[src/rtl/bram_stream_reader.sv]
// bram_stream_reader
//   Read-side client for one port of a 1-cycle-latency block RAM. On start it
//   walks a contiguous (modulo DEPTH) address range. It issues one read per
//   cycle while the downstream buffer has room. Returned words are emitted
//   as a valid/ready stream through a 2-entry buffer, which absorbs the RAM's
//   fixed read latency under backpressure.
//
//   Optional feature macro: BRAM_RD_STRIDE_EN
//     When defined, an extra input `stride` sets the address increment
//     (modulo DEPTH). Otherwise the increment is fixed at 1.
//
//   Ports
//     clk        in   sole clock, rising edge
//     rst_n      in   asynchronous active-low reset
//     start      in   begin a transfer (sampled only in IDLE)
//     base_addr  in   [AW-1:0] first address, sampled with start
//     len        in   [AW:0]   word count 0..DEPTH, sampled with start
//     stride     in   [AW-1:0] address increment (BRAM_RD_STRIDE_EN only)
//     busy       out  transfer in progress
//     done       out  one-cycle completion pulse
//     mem_en     out  RAM port enable
//     mem_we     out  constant 0
//     mem_addr   out  [AW-1:0] RAM port address
//     mem_din    out  [DW-1:0] constant 0
//     mem_dout   in   [DW-1:0] RAM read data, valid the cycle after mem_en
//     m_valid    out  stream valid
//     m_ready    in   stream ready
//     m_data     out  [DW-1:0] stream data (signed)
//
//   state  | meaning
//   -------+------------------------------------------------------------
//   IDLE   | waiting for start
//   RUN    | issuing reads while buffer + in-flight leaves room
//   DRAIN  | all reads issued; waiting for in-flight word and buffer
//   DONE   | done pulse, back to IDLE next cycle
module bram_stream_reader #(
   parameter int DW    = 16,
   parameter int DEPTH = 1024,
   parameter int AW    = (DEPTH <= 1) ? 1 : $clog2(DEPTH)
) (
   input  logic                 clk,
   input  logic                 rst_n,
   input  logic                 start,
   input  logic [AW-1:0]        base_addr,
   input  logic [AW:0]          len,
`ifdef BRAM_RD_STRIDE_EN
   input  logic [AW-1:0]        stride,
`endif
   output logic                 busy,
   output logic                 done,
   output logic                 mem_en,
   output logic                 mem_we,
   output logic [AW-1:0]        mem_addr,
   output logic [DW-1:0]        mem_din,
   input  logic signed [DW-1:0] mem_dout,
   output logic                 m_valid,
   input  logic                 m_ready,
   output logic signed [DW-1:0] m_data
);

   typedef enum logic [1:0] {
      S_IDLE  = 2'd0,
      S_RUN   = 2'd1,
      S_DRAIN = 2'd2,
      S_DONE  = 2'd3
   } state_t;

   localparam logic [AW:0] DEPTH_W = (AW+1)'(DEPTH);

   state_t                state;
   logic [AW-1:0]         addr_q;
   logic [AW-1:0]         step_q;
   logic [AW:0]           remain_q;
   logic                  inflight_q;
   logic [1:0]            count_q;
   logic signed [DW-1:0]  buf0_q;
   logic signed [DW-1:0]  buf1_q;
   logic                  busy_q;
   logic                  done_q;

   logic                  pop;
   logic                  issue;
   logic [2:0]            occ_after;
   logic [AW:0]           addr_sum;
   logic [AW-1:0]         addr_next;
   logic [AW-1:0]         step_in;

   assign pop = (count_q != 2'd0) && m_ready;

   // Buffered + in-flight words remaining after this cycle's pop; a read may
   // be issued only while that leaves a free buffer slot for its return.
   always_comb begin
      occ_after = {1'b0, count_q} + {2'b00, inflight_q} - {2'b00, pop};
      issue     = (state == S_RUN) && (occ_after < 3'd2);
   end

   // Both operands are below DEPTH, so a single conditional subtract wraps
   // correctly even for non-power-of-two depths.
   always_comb begin
      addr_sum  = {1'b0, addr_q} + {1'b0, step_q};
      addr_next = (addr_sum >= DEPTH_W) ? AW'(addr_sum - DEPTH_W) : AW'(addr_sum);
   end

`ifdef BRAM_RD_STRIDE_EN
   logic [AW:0] stride_w;
   always_comb begin
      stride_w = {1'b0, stride};
      step_in  = (stride_w >= DEPTH_W) ? AW'(stride_w - DEPTH_W) : stride;
   end
`else
   assign step_in = AW'(1);
`endif

   always_ff @(posedge clk or negedge rst_n) begin
      if (!rst_n) begin
         state      <= S_IDLE;
         addr_q     <= '0;
         step_q     <= '0;
         remain_q   <= '0;
         inflight_q <= 1'b0;
         count_q    <= 2'd0;
         buf0_q     <= '0;
         buf1_q     <= '0;
         busy_q     <= 1'b0;
         done_q     <= 1'b0;
      end else begin
         done_q     <= 1'b0;
         inflight_q <= issue;

         // Return buffer: the in-flight word lands the cycle after issue.
         if (inflight_q && !pop) begin
            if (count_q == 2'd0) buf0_q <= mem_dout;
            else                 buf1_q <= mem_dout;
            count_q <= count_q + 2'd1;
         end else if (!inflight_q && pop) begin
            buf0_q  <= buf1_q;
            count_q <= count_q - 2'd1;
         end else if (inflight_q && pop) begin
            if (count_q == 2'd1) begin
               buf0_q <= mem_dout;
            end else begin
               buf0_q <= buf1_q;
               buf1_q <= mem_dout;
            end
         end

         case (state)
            S_IDLE: begin
               if (start) begin
                  addr_q   <= base_addr;
                  step_q   <= step_in;
                  remain_q <= len;
                  busy_q   <= 1'b1;
                  if (len == '0) begin
                     state  <= S_DONE;
                     done_q <= 1'b1;
                  end else begin
                     state  <= S_RUN;
                  end
               end
            end
            S_RUN: begin
               if (issue) begin
                  remain_q <= remain_q - (AW+1)'(1);
                  // Keep the address on the last read so mem_addr holds.
                  if (remain_q == (AW+1)'(1)) state  <= S_DRAIN;
                  else                        addr_q <= addr_next;
               end
            end
            S_DRAIN: begin
               if (!inflight_q && ((count_q == 2'd0) || ((count_q == 2'd1) && pop))) begin
                  state  <= S_DONE;
                  done_q <= 1'b1;
               end
            end
            S_DONE: begin
               state  <= S_IDLE;
               busy_q <= 1'b0;
            end
            default: state <= S_IDLE;
         endcase
      end
   end

   assign busy     = busy_q;
   assign done     = done_q;
   assign mem_en   = issue;
   assign mem_we   = 1'b0;
   assign mem_addr = addr_q;
   assign mem_din  = '0;
   assign m_valid  = (count_q != 2'd0);
   assign m_data   = buf0_q;

endmodule

[config.mk]
export PLATFORM = sky130hd
export DESIGN_NAME = bram_stream_reader
export DESIGN_NICKNAME = d
export VERILOG_FILES = /design/src/rtl/bram_stream_reader.sv
export SDC_FILE = /design/constraint.sdc
export NUM_CORES = 1
export LEC_CHECK = 0
export BUFFER_PORTS_ARGS = -buffer_cell sky130_fd_sc_hd__buf_2
export CAP_MARGIN = 0
export CORE_MARGIN = 2
export CORE_UTILIZATION = 30
export DETAILED_ROUTE_END_ITERATION = 6
export PLACE_DENSITY = 0.58
export SYNTH_ARGS = -nofsm -noshare
export SYNTH_HDL_FRONTEND = slang
export SYNTH_SLANG_ARGS = --single-unit
[constraint.sdc]
create_clock -name clk -period 2.97 [get_ports clk]
set_input_delay 0.1485 -clock clk [delete_from_list [all_inputs] [get_ports clk]]
set_output_delay 0.1485 -clock clk [all_outputs]
set_load 0.02 [all_outputs]
==> reports/summary.txt <==
Synth area leader: dfrtp_1
crit-path leading delay family: compound AO/OA/AOI/OAI gates
final setup fails: 0
synthesized area per cell: 10.13 sq um
vias in the first global route: 2621
gr ovfl total: 0
CTS tree: done
Worst EP required: 3.19 ns
clk sink count: 61
EDFF count, synth: 0
Core Box Area: 11370 sq um
register area: 1526 sq um
count leader, synth: dfrtp_1
startpoint types: register
Max-slew headroom: 31.75%
post-route minimum period: 2.825 ns
Post-DP HPWL: 5912 um
setup TNS: 0 ns
First DRT Iteration DRCs: 219
Initial Util: 30.55%
routed wire length per instance: 14.61 um
reg2reg path depth: 11
WP buf/inv: 2
initial antenna violation count: 0
Worst path slowest cell: dfrtp_1
layout cells sized above 1: 30.66%
largest cells by area after synthesis: dfrtp_1 (44%), mux2i_1 (6.3%), mux2_2 (5.5%), o21ai_0 (5.2%), buf_4 (4.1%)
leak pwr: 1.976 nW
first-pass GRT wire length: 13360 um
outcome: completed
Multi-input gate area: 1768 sq um
yosys warns: 0
Synth top area share: 43.95%
post-synthesis sequential area ratio: 43.95%
max-slew violation count: 0
final worst path period share: 95.11%
peak supply drop: 0.7291 mV
worst reg2reg setup slack: 0.15 ns
critical path depth: 11
CP max FO: 10
crit path launch: count_q[0]$_DFFE_PN0P_
Worst Max-Slew Pin Slew: 1.024 ns
maximum clock path buffer count: 2
Worst-path clk slew: 0.06 ns
Most common cell on crit path: nand2b_1
Final Hold Viols: 0
Root Driver: clkbuf_16
Mapped Cells: 343
WS Path Type: register to register
chip height: 111.6 um
asr flop ratio synth: 100.0%
design area: 4293 sq um
gpl congestion: 0.8014
P per Cell Area: 1180 nW/um^2
DR pass1 iterations: 4
fin util: 37.76%
HP Class: input port to register
post-synthesis register bit count: 61
# IOs: 88
crit-path cells: inv_1 -> ha_1 -> nand2b_1 -> xnor2_1 -> nand2b_1 -> fa_2 -> xnor2_2 -> a41oi_2 -> clkbuf_4 -> o31ai_1 -> a221o_1
synth cell count leaders: dfrtp_1 (61), o21ai_0 (36), nand2_1 (31)
Post-route DRC: 0
Synth Flop Type: dfrtp_1
Crit. End Element: register
worst skew pair latency: 0.33 ns
Nets: 471
RSZ-0062 raised after global routing: true
synth unique cells: 54
fin worst setup slack: 0.1453 ns
total power: 5.064 mW
largest net degree at the start of global routing: 33
GR Util All Layers: 13.32%
Area Overhead vs Synth: 23.60%
post-place setup slack: 0.03006 ns
die width: 111.6 um
R2R Path End: mem_addr[2]$_DFFE_PN0P_
Largest stage delay, worst path: 0.37 ns
DR vias/cell: 4.966
# diodes: 0
DIE AREA: 12450 sq um
Hold Crit Depth: 3
Reg2Reg Launch Point: count_q[0]$_DFFE_PN0P_
placed inst area: 3926 sq um
Final Skew: 0.008680 ns
Routed Wire Length: 8283 um
# fillers: 1129
H-tree Lvls: 3
Cell Area, Synth: 3473 sq um
total number of vias: 2816
num rows: 39
PortBufs: 70
Critical path destination: mem_addr[2]$_DFFE_PN0P_
FMAX: 0.3540 GHz
max-cap viol count: 0
Antenna Nets Post-Route: 0
Arr. time, crit path: 3.04 ns
CTS Buf Count: 9
==> power breakdown <==
part	switching [mW]	total, mW	leakage [nW]	internal [mW]
Sequential	0.312	1.54	0.729	1.23
Combinational	1.39	2.47	1.11	1.08
Clock	0.394	1.05	0.138	0.651
Total	2.10	5.06	1.98	2.97
==> worst min-delay path by stage <==
stage | from | end | slack [ns]
floorplan | rst_n | buf1_q[0]$_DFFE_PN0P_ | -0.15
global placement | rst_n | m_data[13]$_DFFE_PN0P_ | 0.09
detailed placement | rst_n | buf1_q[13]$_DFFE_PN0P_ | 0.09
CTS | len[7] | remain_q[7]$_DFFE_PN0P_ | 0.04
global route | len[7] | remain_q[7]$_DFFE_PN0P_ | 0.06
finish | len[7] | remain_q[7]$_DFFE_PN0P_ | 0.05
==> logic make-up (layout without fill, tap and decap cells) <==
| kind of cell | after synthesis | count (layout) | synth area share, % |
|---|---|---|---|
| flops | 61 | 61 | 43.95 |
| fa+ha+maj | 12 | 12 | 4.467 |
| mux | 39 | 39 | 11.85 |
| buf+inv | 50 | 115 | 7.925 |
| simple gates | 94 | 94 | 14.81 |
| other cells | 1 | 17 | 0.1080 |
| xor+xnor | 3 | 3 | 0.7566 |
| compound gates | 83 | 83 | 16.14 |
==> routing by layer <==
layer	share of wire [%]	GRT usage (%)	up-vias
li1	-	-	1361
met1	45	18.34	1359
met2	48	20.45	90
met3	5.9	3.647	6
met4	0.82	4.280	0
met5	0	0	-
==> worst register-to-register path: cells and delay by family, from the launching register on <==
| family | cells | cell delay (ns) |
|---|---|---|
| simple gates | 2 | 0.36 |
| fa+ha+maj | 2 | 0.61 |
| compound gates | 3 | 0.68 |
| buf+inv | 2 | 0.36 |
| flops | 1 | 0.37 |
| xor+xnor | 2 | 0.34 |
==> metrics by stage <==
step	hold slack [ns]	cells
6_report	0.04564	567
5_1_grt	0.05848	567
4_1_cts	0.03892	564
3_5_place_dp	0.09104	547
3_3_place_gp	0.09095	547
2_1_floorplan	-0.1471	359
==> state kept, by name (all words and copies together) (netlist names) <==
register / cells
done: 1
remain_q: 11
busy: 1
m_data: 16
state: 2
inflight_q: 1
count_q: 2
step_q: 1
buf1_q: 16
mem_addr: 10
==> area by class of cell <==
class	count	area share, %
clock buffers	9	5.246
clock inverters	7	1.749
inverters	14	1.224
multi-input cells	248	41.18
flip-flops and latches	61	35.56
well taps	143	4.168
repair buffers	85	10.87
==> placed cells by master (no fill, tap or decap), drive strengths merged, types with 2 or more instances in the layout <==
cell | netlist | layout
or3 | 4 | 4
dfrtp | 61 | 61
buf | 27 | 83
clkinvlp | 0 | 3
ha | 10 | 10
and2 | 5 | 5
o21ai | 36 | 36
nor3 | 5 | 5
a2bb2oi | 2 | 2
clkbuf | 9 | 10
a21o | 2 | 2
xnor2 | 3 | 3
a21boi | 2 | 2
a211oi | 2 | 2
a32o | 2 | 2
nand4 | 2 | 2
a31o | 2 | 2
nand2b | 10 | 10
inv | 14 | 15
clkinv | 0 | 2
a221o | 4 | 4
or4 | 2 | 2
conb | 1 | 17
nor2 | 7 | 7
mux2i | 22 | 22
a21oi | 6 | 6
nor2b | 2 | 2
nand3 | 6 | 6
mux2 | 17 | 17
nor4 | 7 | 7
o41ai | 4 | 4
or4b | 2 | 2
a22oi | 7 | 7
o31ai | 4 | 4
and3 | 7 | 7
o21a | 2 | 2
nand2 | 31 | 31
==> what timing repair did <==
| item | CTS | global route |
|---|---|---|
| endpoints found under the hold margin | 15 | 0 |
| resized for setup | 0 | 8 |
| setup buffers | 0 | 1 |
| hold buffers | 1 | 0 |
| setup endpoints to repair | 0 | 19 |
Power figures use the tool's default switching activity.
